[src/rtl/reg_incr_nstage_valrdy.sv]
// Elastic N-stage registered incrementer with val/rdy handshakes on both sides.
// Each stage adds p_incr (wrapping or saturating) and holds its data while stalled.
module reg_incr_nstage_valrdy #(
   parameter int p_nbits    = 8,
   parameter int p_nstages  = 2,
   parameter int p_incr     = 1,
   parameter int p_saturate = 0
) (
   input  logic                           clk,
   input  logic                           reset,
   input  logic                           in_val,
   output logic                           in_rdy,
   input  logic [p_nbits-1:0]             in_msg,
   output logic                           out_val,
   input  logic                           out_rdy,
   output logic [p_nbits-1:0]             out_msg,
   output logic [$clog2(p_nstages+1)-1:0] occupancy
);

   localparam int occ_w = $clog2(p_nstages+1);
   localparam logic [p_nbits:0] incr_ext = (p_nbits+1)'(p_incr);

   // Handshake: a message moves across an interface on a rising edge where
   // val && rdy; val never waits on rdy, and a stalled stage keeps its message.
   logic [p_nstages:1]   v_q;
   logic [p_nbits-1:0]   d_q  [1:p_nstages];
   logic [p_nstages:1]   v_in;
   logic [p_nbits-1:0]   d_in [1:p_nstages];
   logic [p_nstages+1:1] rdy;

   function automatic logic [p_nbits-1:0] f_incr(input logic [p_nbits-1:0] x);
      logic [p_nbits:0] sum;
      sum = {1'b0, x} + incr_ext;
      if ((p_saturate != 0) && sum[p_nbits])
         f_incr = '1;
      else
         f_incr = sum[p_nbits-1:0];
   endfunction

   always_comb begin
      v_in[1] = in_val;
      d_in[1] = in_msg;
      for (int i = 2; i <= p_nstages; i++) begin
         v_in[i] = v_q[i-1];
         d_in[i] = d_q[i-1];
      end
   end

   // Ready ripples back from the output so an empty stage always accepts.
   always_comb begin
      rdy[p_nstages+1] = out_rdy;
      for (int i = p_nstages; i >= 1; i--)
         rdy[i] = !v_q[i] || rdy[i+1];
   end

   always_ff @(posedge clk) begin
      if (reset) begin
         v_q <= '0;
         for (int i = 1; i <= p_nstages; i++)
            d_q[i] <= '0;
      end else begin
         for (int i = 1; i <= p_nstages; i++) begin
            if (rdy[i]) begin
               v_q[i] <= v_in[i];
               if (v_in[i])
                  d_q[i] <= f_incr(d_in[i]);
            end
         end
      end
   end

   always_comb begin
      occupancy = '0;
      for (int i = 1; i <= p_nstages; i++)
         occupancy = occupancy + occ_w'(v_q[i]);
   end

   assign in_rdy  = rdy[1] && !reset;
   assign out_val = v_q[p_nstages];
   assign out_msg = d_q[p_nstages];

endmodule

[config.mk]
export PLATFORM = sky130hd
export DESIGN_NAME = reg_incr_nstage_valrdy
export DESIGN_NICKNAME = d
export VERILOG_FILES = /design/src/rtl/reg_incr_nstage_valrdy.sv
export SDC_FILE = /design/constraint.sdc
export NUM_CORES = 1
export LEC_CHECK = 0
export CORE_MARGIN = 2
export CORE_UTILIZATION = 42
export CTS_CLUSTER_DIAMETER = 200
export DETAILED_ROUTE_END_ITERATION = 10
export GPL_TIMING_DRIVEN = 0
export PLACE_DENSITY = 0.74
export SETUP_SLACK_MARGIN = 0.15
export SKIP_CTS_REPAIR_TIMING = 1
export SLEW_MARGIN = 20
export SYNTH_ARGS = -nofsm -noshare
export SYNTH_HDL_FRONTEND = slang
export SYNTH_SLANG_ARGS = --single-unit
[constraint.sdc]
create_clock -name clk -period 1.09 [get_ports clk]
set_input_delay 0.218 -clock clk [delete_from_list [all_inputs] [get_ports clk]]
set_output_delay 0.218 -clock clk [all_outputs]
set_load 0.005 [all_outputs]
== After elaboration in Yosys (flattened, before gate mapping) ==
Memories as Yosys holds them, arrays and structs flattened.
Cells that the tools add are included.
W data, S select, Z words.
Word-level totals
  register bits: 2
  bits in latches: 0
  memory bits (writable): 16
  memory bits (read-only): 0
  output and inout port bits: 12
  memories kept: 1
Memories
  d_q: depth 2, bits a word 8, rd ports 2, clocked after memory_dff 0, wr ports 2, RTL line 26  | logic [p_nbits-1:0] d_q [1:p_nstages];
Operators by class
  $add $sub $neg: 3
  multipliers: 0
  divide/modulo/power cells: 0
  $lt $le $gt $ge: 0
  equal/unequal tests: 0
  shifts and indexed selects: 0
  mux-type cells: 18
  bitwise gates (word level): 2
  reduce and logical (&&, ||, !) cells: 6
Operators with widths (count)
  $mux W8: 8
  $add A8 B1 Y8 const B: 2
  $mux W1: 10
  $logic_not A1 Y1: 3
  $add A1 B1 Y2: 1
  $logic_or A1 B1 Y1: 2
  $or A1 B1 Y1: 2
  $logic_and A1 B1 Y1: 1

== Longest topological paths before layout ==
Gate-level depths: netlist of run 1.
  depth after elaboration: 7
  gate-level depth with buffers: 4
  gate-level depth less buffers: 4

== Worst setup path before layout of run 1 ==
Ideal clock, no wire load.
  kind: flip-flop to flip-flop
  from: mem d_q[1][0]
  to: mem d_q[2][6] (data pin)
  setup time: 146 ps
  data arrival time: 1039 ps
  required time: 944 ps
  slack: -96 ps
  cell stages (with the launch flop): 5
  path buffers: 0
  clock period less this slack: 1186 ps
  path through: edfxtp_1 > ha_1 > nand2_1 > or3_1 > a21oi_1
RTL lines (RTL line)
  start, declared: 26

== Worst setup path in the final report of run 1 ==
  from: reg v_q[2] (netlist name)
  to: out occupancy[0]
Between the ends
  longest elaborated chain between the ends: 1
RTL lines
  start, declared: RTL line 25  | logic [p_nstages:1] v_q;
  start signal, assigned by index: RTL line 64  | v_q[i] <= v_in[i];
  $add A1 B1 Y2: RTL line 75  | occupancy = occupancy + occ_w'(v_q[i]);
  end, declared: RTL line 17  | output logic [$clog2(p_nstages+1)-1:0] occupancy
Every way passes these cells.

==> reports/qor.txt, run 1 <==
Horiz. Die Dim: 50.2 um
min-delay src: reset
Synth Register Bits: 18
Slew Viols, Final: 0
Design Area, Final: 0.00130 mm2
antenna violations before repair: 0
row count: 16
Port-buffer cells: 23
starting DRC count in detailed routing: 8
number of global-route vias before repair: 585
DRT Wirelength: 1730 um
Post-Syn Nets: 96
R2R setup slack: -0.18 ns
main area contributors after synthesis: edfxtp_1 (54%), nor2_1 (5.0%), dfxtp_1 (4.5%)
Period Utilization, post-route: 118%
gpl congestion: 0.811
FF-to-FF End: d_q[2][6]
Hold Crit Class: in2reg
crit path capture type: output port
synthesized cell area: 895 um2
main flop type after synthesis: edfxtp_1
Area Overhead vs Synth: 45.2%
Core Region: 0.00198 mm2
relative slew slack: 80.3%
status: finished, violations left
Die Y: 50.2 um
Leak: 0.556 nW
nets: 129
Fillers: 155
DR vias/cell: 5.11
pin count of the biggest net entering global routing: 11
maximum fanout along the worst path: 5
1st-pass router iterations: 4
ANT cells: 0
MaxCap Viol Count: 0
post-synthesis sequential area ratio: 58.2%
final-report hold violation count: 0
HPWL Detailed: 1070 um
kind of critical path: reg2out
Crit-path slowest cell: dfxtp_4
top-count cell post-synth: edfxtp_1
Reg2Reg Depth: 4
drc violations: 0
power density cells: 1080 mW/mm2
Post-synth EDFFs: 16
Distinct cells, synth: 20
FFs w/ async S/R, synth: 0%
global-route wire length before repair: 2310 um
Post-synth top cells: edfxtp_1 (16), nor2_1 (12), a21oi_1 (7), o21ai_0 (6), or3_1 (6)
Die ar.: 0.00252 mm2
Critical Path Start Type: flip-flop
Endpoint, Worst Hold: v_q[2]
worst setup margin: -0.195 ns
antenna viol nets, final: 0
Final Util: 65.5%
Max Buffers Root-to-Sink: 2
Area after DPL: 0.00119 mm2
Yosys top cell by area: edfxtp_1
worst reg2reg path startpoint: d_q[1][0]
setup repair after global routing missed its margin: true
CP peak stage delay: 0.37 ns
setup violators final: 11
Setup Skew: 0.00148 ns
fin crit period: 1.29 ns
CTS tree: built
Req. time, crit path: 0.87 ns
initial core utilization: 45.1%
worst slew pin tran: 0.295 ns
CP arrival: 1.07 ns
CTS root buf: clkbuf_4
Syn Inst Count: 81
Ys Warns: 0
failing checks: setup timing
Hold Crit Depth: 2
worst skew pair latency: 0.29 ns
total number of vias: 716
H-Tree Depth: 1
routed len/inst: 12.4 um
top-area cell type share of the netlist area: 53.7%
layout cells sized above 1: 37.2%
clock tree sinks: 18
Ports: 24
total track usage: 12.7%
Peak supply drop: 495 uV
CP Cell Sequence: ha_1, clkbuf_2
Setup Total Neg Slack: -1.03 ns
total CTS buffers: 3
Clk pin slew, worst setup/hold paths: 0.10 ns
grt total ovfl: 0
Syn Area/Cell: 11.0 um2
fmax: 778 MHz
[cell type report]
class,instances,area [um2],area share [%]
Tap cell,27,33.8,2.60
Multi-Input combinational cell,61,462,35.5
Sequential cell,18,528,40.7
Inverter,2,7.51,0.578
Clock buffer,4,26.3,2.02
Timing Repair Buffer,28,241,18.6
[state kept, by name, indices dropped and copies added (netlist names)]
| register | cells |
|---|---|
| v_q | 2 |
| d_q | 16 |
[per-stage QoR]
| stage | setup WS (ns) | std cells | total power [mW] | hold slack, ns |
|---|---|---|---|---|
| after detailed placement | -0.602 | 131 | 1.07 | 0.472 |
| after floorplan | -0.0505 | 81 | 0.934 | 0.280 |
| final | -0.195 | 140 | 1.40 | 0.274 |
| after CTS | -0.609 | 135 | 1.39 | 0.485 |
| after global placement | -0.603 | 131 | 1.06 | 0.467 |
| after global routing | -0.223 | 140 | 1.46 | 0.318 |
[report_power, final]
part | switching, mW | leakage (nW) | internal (mW)
logic | 0.113 | 0.350 | 0.121
registers | 0.0328 | 0.191 | 0.801
clock network | 0.195 | 0.0150 | 0.142
[cells by family (layout without fill, tap and decap cells)]
logic type	Yosys count	after routing	share of synthesized area [%]
flip-flops	18	18	58.2
AND/OR/NAND/NOR	37	37	22.0
adder cells (fa/ha/maj)	3	3	4.20
XOR/XNOR	6	6	5.87
buffers and inverters	2	34	0.839
AO/OA/AOI/OAI	15	15	8.95
[worst max-delay path: cells and delay by family, from the launching register on]
| family | cells | cell delay, ns |
|---|---|---|
| buf+inv | 1 | 0.12 |
| flops | 1 | 0.37 |
| fa+ha+maj | 1 | 0.29 |
[cells in the final DEF, fill, tap and decap left out, types with 2 or more instances in the layout]
cell type	n
clkbuf_2	10
o21ai_0	6
a21oi_1	2
ha_4	2
nor2_2	4
nand2_1	4
edfxtp_1	16
inv_1	2
dlymetal6s2s_1	10
clkdlybuf4s50_1	2
nand4_1	2
or3_1	5
a21oi_2	5
nor2_1	7
buf_4	4
dfxtp_4	2
clkbuf_4	3
xor2_1	4
nand3b_1	2
nand3_2	3
nand3_1	3
[worst max-delay path by stage]
stage          startpoint           end  slack, ns  cells after the start
6_report           v_q[2]  occupancy[0]      -0.20                      2
5_1_grt            v_q[2]  occupancy[0]      -0.22                      2
4_1_cts           out_rdy        in_rdy      -0.61                      4
3_5_place_dp      out_rdy        in_rdy      -0.60                      4
3_3_place_gp      out_rdy        in_rdy      -0.60                      4
2_1_floorplan   d_q[1][0]     d_q[2][6]      -0.05                      4
[layer usage]
metal | track usage, % | share of wire (%) | vias up
li1 | - | - | 363
met1 | 12.5 | 36 | 325
met2 | 22.4 | 57 | 24
met3 | 2.68 | 4.8 | 4
met4 | 11.1 | 2.2 | 0
met5 | 0 | 0 | -
(Power assumes the default switching activity.)
==> run 2: changes to the inputs <==
--- a/config.mk
+++ b/config.mk
@@ -17,3 +17,4 @@
 export SYNTH_ARGS = -nofsm -noshare
 export SYNTH_HDL_FRONTEND = slang
 export SYNTH_SLANG_ARGS = --single-unit
+export TNS_END_PERCENT = 10
==> reports/qor.txt, run 2 (synthesized netlist as in run 1, its figures left out) <==
max FFs per register: 16 (unchanged)
Max Buffers Root-to-Sink: 2 (unchanged)
most frequent cells in the layout: edfxtp_1 (16), nor2_1 (12), clkdlybuf4s50_1 (9)
nets: 129 (unchanged)
routed len/inst: 11.0 um (-11%)
antenna viol nets, final: 0 (unchanged)
status: finished, violations left
Slew Viols, Final: 0 (unchanged)
fin crit period: 1.45 ns (+0.162 ns)
setup repair after global routing missed its margin: true
Critical Path Start Type: flip-flop
Port-buffer cells: 23 (unchanged)
clock tree sinks: 18 (unchanged)
commonest non-fill, non-tap cell in the layout: edfxtp_1
worst setup margin: -0.357 ns (-0.162 ns)
Place WS: -0.612 ns (-0.0103 ns)
CTS root buf: clkbuf_4
Hold Crit Class: in2reg
maximum fanout along the worst path: 2 (-3)
kind of critical path: reg2out
DR vias/cell: 4.91 (-3.9%)
Period Utilization, post-route: 133% (+15 points)
Leak: 0.481 nW (-13%)
Req. time, crit path: 0.87 ns (about the same)
H-Tree Depth: 1 (unchanged)
crit path capture type: output port
Hold WS: 0.313 ns (+0.0388 ns)
total CTS buffers: 3 (unchanged)
Final Util: 61.6% (-4.0 points)
Area Overhead vs Synth: 36.4%
total number of vias: 688 (-3.9%)
DRT Wirelength: 1540 um (-11%)
Die Y: 50.2 um (unchanged)
starting DRC count in detailed routing: 13 (+5)
relative slew slack: 81.3% (+0.97 points)
Setup Total Neg Slack: -5.20 ns (-4.17 ns)
Horiz. Die Dim: 50.2 um (unchanged)
Ports: 24 (unchanged)
grt total ovfl: 0 (unchanged)
Placed Cells incl. Taps: 131 (unchanged)
pin count of the biggest net entering global routing: 11 (unchanged)
drc violations: 0 (unchanged)
worst slew pin tran: 0.280 ns (-0.0149 ns)
MaxCap Viol Count: 0 (unchanged)
HPWL Detailed: 1110 um (+3.1%)
Die ar.: 0.00252 mm2 (unchanged)
setup violators final: 33 (+22)
CP arrival: 1.23 ns (+0.16 ns)
row count: 16 (unchanged)
Top reg by flops: d_q
largest registers: d_q: 16 flops, v_q: 2 flops
failing checks: setup timing
gpl congestion: 0.786 (-3.1%)
global-route wire length before repair: 2480 um (+7.5%)
layout cells sized above 1: 25.7% (-12 points)
worst skew pair latency: 0.28 ns (about the same)
ANT cells: 0 (unchanged)
antenna violations before repair: 0 (unchanged)
fmax: 691 MHz (-11%)
total track usage: 13.5% (+0.71 points)
Peak supply drop: 649 uV (+31%)
CTS tree: built
1st-pass router iterations: 3 (-1)
Setup Skew: 0.00564 ns (+0.00416 ns)
number of global-route vias before repair: 621 (+6.2%)
initial core utilization: 45.1% (unchanged)
Cell Count, Final, Fillers Out: 140 (unchanged)
Core Region: 0.00198 mm2 (unchanged)
final-report hold violation count: 0 (unchanged)
power density cells: 1120 mW/mm2 (+3.8%)
Clk pin slew, worst setup/hold paths: 0.10 ns (about the same)
## run 2: cell types whose count changed in the layout (fill, tap and decap cells not counted), moves of 2 or more
cell             delta
a21o_1              +2
a21oi_1             +5
clkdlybuf4s50_1     +7
buf_2               +3
a21oi_2             -5
clkbuf_2            -2
dlymetal6s2s_1      -8
nor2_2              -4
nor2_1              +5
## run 2: critical path: stages, from the launching register on
cell     delay, ns
dfxtp_4       0.36
buf_6         0.11
buf_6         0.10
and3b_1       0.16
nor2_1        0.09
buf_2         0.12
## run 2: worst paths after layout
check / from / endpoint / slack, ns / cells past startpoint
worst max-delay path: v_q[2] / in_rdy / -0.36 / 5
worst min-delay path: in_msg[0] / d_q[1][0] / 0.31 / 2
worst max register to register: v_q[2] / d_q[2][2] / -0.19 / 4
worst min register to register: v_q[1] / v_q[2] / 0.51 / 2
## run 2: per-stage QoR
step,cell area (um2),power (mW)
CTS,1190,1.37
floorplan,897,0.926
global route,1220,1.42
detailed placement,1160,1.05
global placement,1160,1.05
finish,1220,1.37
## run 2: cell type report
class,instances,area [um2]
repair buffers,28,220
inverters,2,7.51
multi-input cells,61,404
well taps,27,33.8
clock inverters,1,3.75
fillers,160,762
flip-flops and latches,18,528
clock buffers,3,22.5
## run 2: routing by layer
layer,global-route usage [%],routed length (um)
met1,13.5,693
met5,0,0
met2,24.1,752
met3,0.893,64
met4,13.0,27
## run 2: report_power, final
group | total (mW) | internal, mW | switching, mW
Clock | 0.330 | 0.133 | 0.197
Combinational | 0.207 | 0.111 | 0.0955
Sequential | 0.833 | 0.801 | 0.0317
